### config.mk
export PLATFORM = sky130hd
export DESIGN_NAME = mem_access_unit
export DESIGN_NICKNAME = d
export VERILOG_FILES = /design/src/rtl/mem_access_unit.sv
export SDC_FILE = /design/constraint.sdc
export NUM_CORES = 1
export LEC_CHECK = 0
export ABC_AREA = 1
export CORE_MARGIN = 1.5
export CORE_UTILIZATION = 45
export CTS_CLUSTER_DIAMETER = 150
export DETAILED_ROUTE_END_ITERATION = 12
export DONT_BUFFER_PORTS = 1
export PLACE_DENSITY = 0.59
export SETUP_SLACK_MARGIN = 0.4
export SLEW_MARGIN = 10
export SYNTH_ARGS = -nofsm -noshare
export SYNTH_HDL_FRONTEND = slang
export SYNTH_SLANG_ARGS = --single-unit
### constraint.sdc
create_clock -name clk -period 3 [get_ports clk]
set_input_delay 0.6 -clock clk [delete_from_list [all_inputs] [get_ports clk]]
set_output_delay 0.6 -clock clk [all_outputs]
set_load 0.01 [all_outputs]
### src/rtl/mem_access_unit.sv
// Load/store unit between the execute stage and a word-wide data RAM.
// Sub-word stores use read-modify-write; every response is a single-cycle pulse.
module mem_access_unit #(
    parameter int ADDR_W = 6
) (
    input  logic              clk,
    input  logic              rst_n,
    input  logic              req_valid_i,
    output logic              req_ready_o,
    input  logic              req_we_i,
    input  logic [2:0]        req_funct3_i,
    input  logic [31:0]       req_addr_i,
    input  logic [31:0]       req_wdata_i,
    output logic              resp_valid_o,
    output logic [31:0]       resp_rdata_o,
    output logic              resp_err_o,
    output logic [ADDR_W-1:0] ram_addr_o,
    output logic [31:0]       ram_wdata_o,
    output logic              ram_we_o,
    input  logic [31:0]       ram_rdata_i
);

    typedef enum logic [2:0] {
        IDLE   = 3'd0,
        ACCESS = 3'd1,
        WRITE  = 3'd2,
        RESP   = 3'd3,
        ERR    = 3'd4
    } state_t;

    localparam logic [2:0] F3_B  = 3'b000;
    localparam logic [2:0] F3_H  = 3'b001;
    localparam logic [2:0] F3_W  = 3'b010;
    localparam logic [2:0] F3_BU = 3'b100;
    localparam logic [2:0] F3_HU = 3'b101;

    // Any of: illegal funct3 for the direction, misalignment, or address beyond the RAM.
    function automatic logic req_illegal(input logic we, input logic [2:0] f3,
                                         input logic [31:0] addr);
        logic bad_f3;
        logic misal;
        logic oor;
        case (f3)
            F3_B, F3_H, F3_W: bad_f3 = 1'b0;
            F3_BU, F3_HU:     bad_f3 = we;
            default:          bad_f3 = 1'b1;
        endcase
        case (f3[1:0])
            2'b01:   misal = addr[0];
            2'b10:   misal = |addr[1:0];
            default: misal = 1'b0;
        endcase
        oor = (addr >> ADDR_W) != 32'd0;
        return bad_f3 | misal | oor;
    endfunction

    function automatic logic [31:0] load_extract(input logic [2:0] f3, input logic [1:0] lo,
                                                 input logic [31:0] word);
        logic [7:0]  b;
        logic [15:0] h;
        logic [31:0] r;
        b = word[{lo, 3'b000} +: 8];
        h = lo[1] ? word[31:16] : word[15:0];
        case (f3)
            F3_B:    r = {{24{b[7]}}, b};
            F3_H:    r = {{16{h[15]}}, h};
            F3_W:    r = word;
            F3_BU:   r = {24'd0, b};
            F3_HU:   r = {16'd0, h};
            default: r = 32'd0;
        endcase
        return r;
    endfunction

    function automatic logic [31:0] store_merge(input logic [2:0] f3, input logic [1:0] lo,
                                                input logic [31:0] old_word,
                                                input logic [31:0] wd);
        logic [31:0] m;
        m = old_word;
        case (f3)
            F3_B: m[{lo, 3'b000} +: 8] = wd[7:0];
            F3_H: begin
                if (lo[1]) begin
                    m[31:16] = wd[15:0];
                end else begin
                    m[15:0] = wd[15:0];
                end
            end
            default: m = wd;
        endcase
        return m;
    endfunction

    state_t              state_q, state_d;
    logic                we_q, we_d;
    logic [2:0]          f3_q, f3_d;
    logic [31:0]         addr_q, addr_d;
    logic [31:0]         wdata_q, wdata_d;
    logic                resp_valid_q, resp_valid_d;
    logic [31:0]         resp_rdata_q, resp_rdata_d;
    logic                resp_err_q, resp_err_d;
    logic [ADDR_W-1:0]   ram_addr_q, ram_addr_d;
    logic [31:0]         ram_wdata_q, ram_wdata_d;
    logic                ram_we_q, ram_we_d;

    // Next-state and registered-output computation; all RAM/response outputs are set one edge early.
    always_comb begin
        state_d      = state_q;
        we_d         = we_q;
        f3_d         = f3_q;
        addr_d       = addr_q;
        wdata_d      = wdata_q;
        resp_valid_d = 1'b0;
        resp_rdata_d = resp_rdata_q;
        resp_err_d   = 1'b0;
        ram_addr_d   = ram_addr_q;
        ram_wdata_d  = ram_wdata_q;
        ram_we_d     = 1'b0;
        case (state_q)
            IDLE: begin
                if (req_valid_i) begin
                    we_d    = req_we_i;
                    f3_d    = req_funct3_i;
                    addr_d  = req_addr_i;
                    wdata_d = req_wdata_i;
                    if (req_illegal(req_we_i, req_funct3_i, req_addr_i)) begin
                        state_d      = ERR;
                        resp_valid_d = 1'b1;
                        resp_err_d   = 1'b1;
                        resp_rdata_d = 32'd0;
                    end else begin
                        state_d    = ACCESS;
                        ram_addr_d = req_addr_i[ADDR_W-1:0];
                        if (req_we_i && (req_funct3_i == F3_W)) begin
                            ram_we_d    = 1'b1;
                            ram_wdata_d = req_wdata_i;
                        end else begin
                            ram_we_d = 1'b0;
                        end
                    end
                end else begin
                    state_d = IDLE;
                end
            end
            ACCESS: begin
                if (!we_q) begin
                    resp_rdata_d = load_extract(f3_q, addr_q[1:0], ram_rdata_i);
                    resp_valid_d = 1'b1;
                    state_d      = RESP;
                end else if (f3_q == F3_W) begin
                    resp_rdata_d = 32'd0;
                    resp_valid_d = 1'b1;
                    state_d      = RESP;
                end else begin
                    ram_wdata_d = store_merge(f3_q, addr_q[1:0], ram_rdata_i, wdata_q);
                    ram_we_d    = 1'b1;
                    state_d     = WRITE;
                end
            end
            WRITE: begin
                resp_rdata_d = 32'd0;
                resp_valid_d = 1'b1;
                state_d      = RESP;
            end
            RESP:    state_d = IDLE;
            ERR:     state_d = IDLE;
            default: state_d = IDLE;
        endcase
    end

    // State and output registers.
    always_ff @(posedge clk or negedge rst_n) begin
        if (!rst_n) begin
            state_q      <= IDLE;
            we_q         <= 1'b0;
            f3_q         <= 3'd0;
            addr_q       <= 32'd0;
            wdata_q      <= 32'd0;
            resp_valid_q <= 1'b0;
            resp_rdata_q <= 32'd0;
            resp_err_q   <= 1'b0;
            ram_addr_q   <= '0;
            ram_wdata_q  <= 32'd0;
            ram_we_q     <= 1'b0;
        end else begin
            state_q      <= state_d;
            we_q         <= we_d;
            f3_q         <= f3_d;
            addr_q       <= addr_d;
            wdata_q      <= wdata_d;
            resp_valid_q <= resp_valid_d;
            resp_rdata_q <= resp_rdata_d;
            resp_err_q   <= resp_err_d;
            ram_addr_q   <= ram_addr_d;
            ram_wdata_q  <= ram_wdata_d;
            ram_we_q     <= ram_we_d;
        end
    end

    assign req_ready_o  = (state_q == IDLE);
    assign resp_valid_o = resp_valid_q;
    assign resp_rdata_o = resp_rdata_q;
    assign resp_err_o   = resp_err_q;
    assign ram_addr_o   = ram_addr_q;
    assign ram_wdata_o  = ram_wdata_q;
    assign ram_we_o     = ram_we_q;

endmodule

==> results of run 1 <==
## power groups by stage
stage	sequential, mW	combinational, mW	clock (mW)
detailed placement	2.97	4.21	0
global route	3.05	4.82	2.18
finish	2.96	4.23	2.09
floorplan	2.76	3.36	0
global placement	2.97	4.18	0
CTS	2.97	4.22	2.11
## routing by layer
metal	track usage	share of wire	vias to the layer above
li1	-	-	3549
met1	0.365	0.43	3314
met2	0.460	0.46	241
met3	0.0806	0.087	32
met4	0.0957	0.021	0
met5	0	0	-
## synth_stat cells
library cell	count	area share
a21oi_1	26	0.018
buf_1	5	0.0026
buf_2	30	0.020
buf_4	7	0.0072
clkbuf_1	21	0.011
clkinv_1	1	0.00051
dfrtp_1	114	0.39
ha_1	8	0.014
inv_1	94	0.048
inv_2	5	0.0026
nand2_1	459	0.23
nand2_2	4	0.0034
nand2_4	3	0.0046
nand3_1	101	0.069
nand3_4	1	0.0024
nand4_1	10	0.0085
nor2_1	156	0.080
nor2_2	3	0.0026
nor2_4	2	0.0031
nor3_1	1	0.00068
nor3_2	2	0.0027
o211ai_1	4	0.0041
o21ai_0	71	0.048
o21ai_1	5	0.0034
o21ai_2	2	0.0024
o221ai_1	11	0.013
o22ai_1	5	0.0043
or2_1	1	0.00085
## worst max-delay path, delay by kind of cell (launching register included)
family,cells,cell delay (ps)
buffers and inverters,1,110
and+or+nand+nor,9,1060
adders and majority gates,1,430
DFF,1,490
## registers in the layout, summed over array words and instances, names as in the netlist, 2 cells and up
| register | count |
|---|---|
| ram_wdata_o | 32 |
| state_q | 3 |
| wdata_q | 32 |
| f3_q | 3 |
| resp_rdata_o | 32 |
| ram_addr_o | 6 |
| addr_q | 2 |
## timing repair
action	4_1_cts	5_1_grt
endpoints found under the hold margin	114	114
resized for setup	0	1
setup endpoints to repair	0	1
## cell type report
class,instances,area (um2),area share
Multi-Input combinational cell,875,3810,0.475
Inverter,100,375,0.0467
Tap cell,216,270,0.0336
Sequential cell,114,2850,0.355
Timing Repair Buffer,16,120,0.0149
Clock inverter,9,129,0.0160
Clock buffer,22,474,0.0590
## per-stage QoR
stage | instances | worst slack [ps]
2_1_floorplan | 1152 | 841
3_3_place_gp | 1321 | 781
3_5_place_dp | 1321 | 744
4_1_cts | 1352 | 727
5_1_grt | 1352 | 532
6_report | 1352 | 858
## final timing paths
kind	start	endpoint	slack, ps	cells after the start
setup / recovery	addr_q[1]$_DFFE_PN0P_	ram_wdata_o[1]$_DFFE_PN0P_	860	11
hold / removal	rst_n	resp_rdata_o[5]$_DFFE_PN0P_	-140	0
setup reg to reg	addr_q[1]$_DFFE_PN0P_	ram_wdata_o[1]$_DFFE_PN0P_	860	11
hold reg to reg	wdata_q[25]$_DFFE_PN0P_	wdata_q[25]$_DFFE_PN0P_	480	2
max in group asynchronous	rst_n	wdata_q[4]$_DFFE_PN0P_	3000	0
min in group clk	req_wdata_i[28]	wdata_q[28]$_DFFE_PN0P_	290	2
## logic make-up (layout without fill, tap and decap cells)
logic type,count (synthesis),count (layout),share of synthesized area
flops,114,114,0.389
simple gates,743,743,0.412
compound gates,124,124,0.0934
buf+inv,163,147,0.0921
fa+ha+maj,8,8,0.0136
==> out/results.tsv, run 1 <==
stage	metric	value	unit
route	drt-total-wl	23500	um
worst_setup_path	cp_data_arrival_time	2510	ps
sta	grt_setup_unrepaired	no	
clock_tree	cts_sinks	114	
sta	min_period_over_period	0.714	
clock_tree	clk_pin_slew	50	ps
finish	syn2layout_area_growth	9.50	%
worst_setup_path	slowest_delay	490	ps
power_and_ir_drop	p_total	9.28	mW
synth	ys_types	28	
route	vias	7136	
clock_tree	htree_num_levels	4	
global_route	antenna_found_initial	0	
finish	final_util	0.506	
worst_hold_path	hold_path.class	in2async	
die	rows	46	
route	firstDrtPassIters	5	
power_and_ir_drop	p_seq_frac	0.319	
die	die_h	131	um
synth	ys_ff_latch	114	
global_route	grt_usage	0.284	
finish	finalNetCount	1235	
finish	antenna_cells	0	
die	start_util	0.462	
sta	hold_ws	-139	ps
route	detail-route-antenna-nets	0	
die	die_area	17100	um2
route	viasPerCell	5.28	
finish	fill_cells	1748	
sta	max_freq	467	MHz
placement	gp_congestion	0.912	
synth	syn-num-nets	1263	
clock_tree	worstSkewPairLatency	430	ps
worst_setup_path	cp.required	3370	ps
placement	place_area	7430	um2
worst_setup_path	crit_slowest_cell	dfrtp_2	
route	drcViolationCount	0	
route	drt_iter0_markers	566	
worst_setup_path	path_max_fanout	12	
clock_tree	root_buffer	clkbuf_16	
power_and_ir_drop	p_comb_frac	0.456	
sta	slew_headroom	0.585	
worst_setup_path	worst_path_most_repeated_cell	nand2_1	
run_status	status	finished, violations left	
die	die_w	131	um
clock_tree	cts_tree	done	
power_and_ir_drop	power.internal	4.87	mW
die	ioPinCount	177	
sta	period_minus_slack	2140	ps
worst_setup_path	cp_cell_sequence	inv_1 -> ha_1 -> nor2_2 -> nand2_1 -> nand2_1 -> nand3_1 -> nand2_1 -> nor2_1 -> nor2_1 -> nand3_1 -> nand2_1	
worst_setup_path	end_kind	flop	
run_status	violations	negative hold slack	
global_route	grt_pass1_wl	36700	um
finish	drive_above_1_share	0.0607	
global_route	grt_max_degree	115	
worst_setup_path	start_kind	flop	
synth	yosysWarnings	0	
power_and_ir_drop	p_per_area	1150	nW/um2
sta	finalSetupViolCount	0	
global_route	overflow	0	
sta	worst_pin_slew	623	ps
die	coreArea	15900	um2
global_route	grt_pass1_vias	6798	
power_and_ir_drop	p_clk_frac	0.225	
clock_tree	clock_path_buffers	2	
worst_setup_path	worstSetupPathType	reg2reg	
power_and_ir_drop	leakagePower	4.28	nW
clock_tree	postCtsSetupRepairBufs	0	
power_and_ir_drop	vdd_ir_drop_max	0.000442	V
sta	hold_violations	114	
sta	final_max_slew_viol_count	0	
finish	layout_common_cells	nand2_1 (459), nor2_1 (155), dfrtp_1 (113), nand3_1 (101), inv_1 (94)	
placement	dp_hpwl	17000	um
route	routedWlPerCell	17.4	um
power_and_ir_drop	swShare	0.475	
job	cap_violations	0	
synth	syn-cell-area	7340	um2
synth	synth_cells	1152	
clock_tree	cts_buffers	17	
sta	finClkSkew	18.4	ps
finish	fin_area	8040	um2
finish	final_common_cell	nand2_1	
synth	avgSynthCellArea	6.37	um2
synth	yosysSeqAreaShare	0.389	
sta	tns	0	ps
power_and_ir_drop	p_sw	4.41	mW
placement	port_buffers	0	
No activity file was read; power rests on OpenSTA's default activity.
==> inputs of run 2 (changes only) <==
--- a/config.mk
+++ b/config.mk
@@ -11,7 +11,7 @@
 export CTS_CLUSTER_DIAMETER = 150
 export DETAILED_ROUTE_END_ITERATION = 12
 export DONT_BUFFER_PORTS = 1
-export PLACE_DENSITY = 0.59
+export PLACE_DENSITY = 0.61
 export SETUP_SLACK_MARGIN = 0.4
 export SLEW_MARGIN = 10
 export SYNTH_ARGS = -nofsm -noshare
==> constraint.sdc (replaced) <==
create_clock -name clk -period 1.8 [get_ports clk]
set_input_delay 0.36 -clock clk [delete_from_list [all_inputs] [get_ports clk]]
set_output_delay 0.36 -clock clk [all_outputs]
set_load 0.01 [all_outputs]
==> out/results.tsv, run 2 (synthesis results as in run 1) <==
stage	metric	value	unit
run_status	status	finished, violations left	
run_status	violations	negative hold slack	
global_route	antenna_found_initial	0	
finish	final_common_cell	nand2_1	
finish	drive_above_1_share	0.234	
route	routedWlPerCell	19.4	um
power_and_ir_drop	swShare	0.451	
finish	layout_common_cells	nand2_1 (395), nor2_1 (132), dfrtp_1 (111), nand3_1 (90), inv_1 (84)	
clock_tree	clk_pin_slew	50	ps
route	vias	8007	
placement	port_buffers	0	
route	firstDrtPassIters	6	
sta	hold_ws	-376	ps
power_and_ir_drop	p_seq_frac	0.245	
clock_tree	cts_sinks	114	
route	viasPerCell	5.58	
power_and_ir_drop	p_sw	9.27	mW
worst_setup_path	slowest_delay	430	ps
global_route	grt_pass1_vias	7519	
die	die_h	131	um
placement	dp_hpwl	16900	um
placement	gp_congestion	0.889	
sta	grt_setup_unrepaired	yes	
die	coreArea	15900	um2
worst_setup_path	crit_slowest_cell	dfrtp_2	
die	die_w	131	um
clock_tree	root_buffer	clkbuf_16	
worst_setup_path	crit_buf_inv	2	
route	drcViolationCount	0	
global_route	grt_usage	0.319	
route	drt_iter0_markers	695	
clock_tree	clock_path_buffers	2	
route	detail-route-antenna-nets	0	
die	start_util	0.462	
sta	worst_pin_slew	414	ps
job	cap_violations	0	
sta	hold_violations	114	
sta	slew_headroom	0.723	
finish	finalNetCount	1317	
worst_setup_path	cp_data_arrival_time	2080	ps
worst_setup_path	cp_cell_sequence	inv_4 -> ha_4 -> nor2_4 -> buf_6 -> nand2_1 -> nand2_1 -> nand3_1 -> nand2_1 -> nor2_1 -> nor2_1 -> nand3_1 -> nand2_1	
worst_setup_path	worstSetupPathType	reg2reg	
sta	tns	0	ps
worst_hold_path	hold_path.class	in2async	
sta	min_period_over_period	0.949	
sta	period_minus_slack	1710	ps
finish	antenna_cells	0	
global_route	grt_max_degree	115	
worst_setup_path	end_kind	flop	
finish	syn2layout_area_growth	36.8	%
sta	finalSetupViolCount	0	
sta	final_max_slew_viol_count	0	
worst_setup_path	start_kind	flop	
die	die_area	17100	um2
route	drt-total-wl	27800	um
power_and_ir_drop	power.internal	11.3	mW
power_and_ir_drop	p_comb_frac	0.568	
global_route	overflow	0	
worst_setup_path	cp.required	2170	ps
worst_setup_path	crit_family	simple AND/OR/NAND/NOR gates	
power_and_ir_drop	p_clk_frac	0.187	
sta	finClkSkew	7.40	ps
finish	multi_input_area	4460	um2
sta	worst_slack	91.6	ps
worst_setup_path	worst_path_most_repeated_cell	nand2_1	
die	ioPinCount	177	
die	rows	46	
clock_tree	worstSkewPairLatency	430	ps
clock_tree	cts_tree	done	
clock_tree	cts_buffers	17	
placement	place_ws	30.1	ps
power_and_ir_drop	vdd_ir_drop_max	0.00116	V
finish	fill_cells	1401	
clock_tree	htree_num_levels	4	
worst_setup_path	path_max_fanout	7	
sta	max_freq	585	MHz
power_and_ir_drop	leakagePower	5.20	nW
finish	regArea	2860	um2
global_route	grt_pass1_wl	40700	um
power_and_ir_drop	p_per_area	2050	nW/um2
-- run 2: cell types whose count changed in the layout (fill, tap and decap cells not counted), moves of 14 or more --
| cell | delta |
|---|---|
| nand2_1 | -64 |
| nand2_2 | +41 |
| o21ai_2 | +14 |
| nand2_4 | +20 |
| nor2_1 | -23 |
| o21ai_0 | -38 |
| buf_12 | +14 |
| buf_6 | +24 |
| buf_4 | +18 |
| o21ai_1 | +23 |
| nor2_2 | +15 |
-- run 2: stage by stage --
stage | power [mW] | area (um2) | instances | hold slack [ps] | utilization
final | 20.6 | 10000 | 1435 | -376 | 0.632
after floorplan | 10.5 | 7460 | 1152 | 64.4 | -
after global placement | 12.6 | 7750 | 1346 | 69.3 | 0.488
after global routing | 21.8 | 10000 | 1435 | -390 | 0.632
after detailed placement | 12.7 | 7750 | 1346 | 68.3 | 0.488
after CTS | 19.1 | 9470 | 1420 | -384 | 0.596
-- run 2: worst paths after layout --
kind	startpoint	to	slack, ps	cells past startpoint
min in group clk	req_addr_i[3]	ram_addr_o[3]$_DFFE_PN0P_	40	2
max reg2reg	addr_q[1]$_DFFE_PN0P_	ram_wdata_o[7]$_DFFE_PN0P_	90	12
min reg2reg	wdata_q[30]$_DFFE_PN0P_	wdata_q[30]$_DFFE_PN0P_	480	2
max	addr_q[1]$_DFFE_PN0P_	ram_wdata_o[7]$_DFFE_PN0P_	90	12
min	rst_n	resp_rdata_o[27]$_DFFE_PN0P_	-380	0
max in group asynchronous	rst_n	ram_addr_o[1]$_DFFE_PN0P_	1980	0
-- run 2: power by group through the flow --
stage               clock network [mW]  registers, mW  logic, mW
floorplan                            0           4.61       5.89
global placement                     0           4.95       7.67
detailed placement                   0           4.94       7.75
CTS                               3.84           4.94       10.3
global route                      3.97           5.16       12.6
finish                            3.84           5.04       11.7
-- run 2: what timing repair did --
action / 4_1_cts / 5_1_grt
endpoints found under the setup margin: 89 / 114
hold endpoints to repair: 114 / 114
setup buffers: 27 / 7
pin swaps: 22 / 47
cloned: 15 / 8
resized for setup: 145 / 120
-- run 2: per-layer routing --
metal  global-route usage  vias to the layer above  routed length [um]
met5                    0                        -                   0
met4                0.147                        0                 852
met3                0.116                       64                2820
met2                0.518                      388               13400
met1                0.377                     3802               10700
li1                     -                     3753                   -
-- run 2: cell type report --
type	instances	share of cell area
Tap cell	216	0.0269
Inverter	100	0.0406
Clock buffer	23	0.0476
Multi-Input combinational cell	877	0.444
Clock inverter	9	0.0176
Sequential cell	114	0.285
Timing Repair Buffer	96	0.139
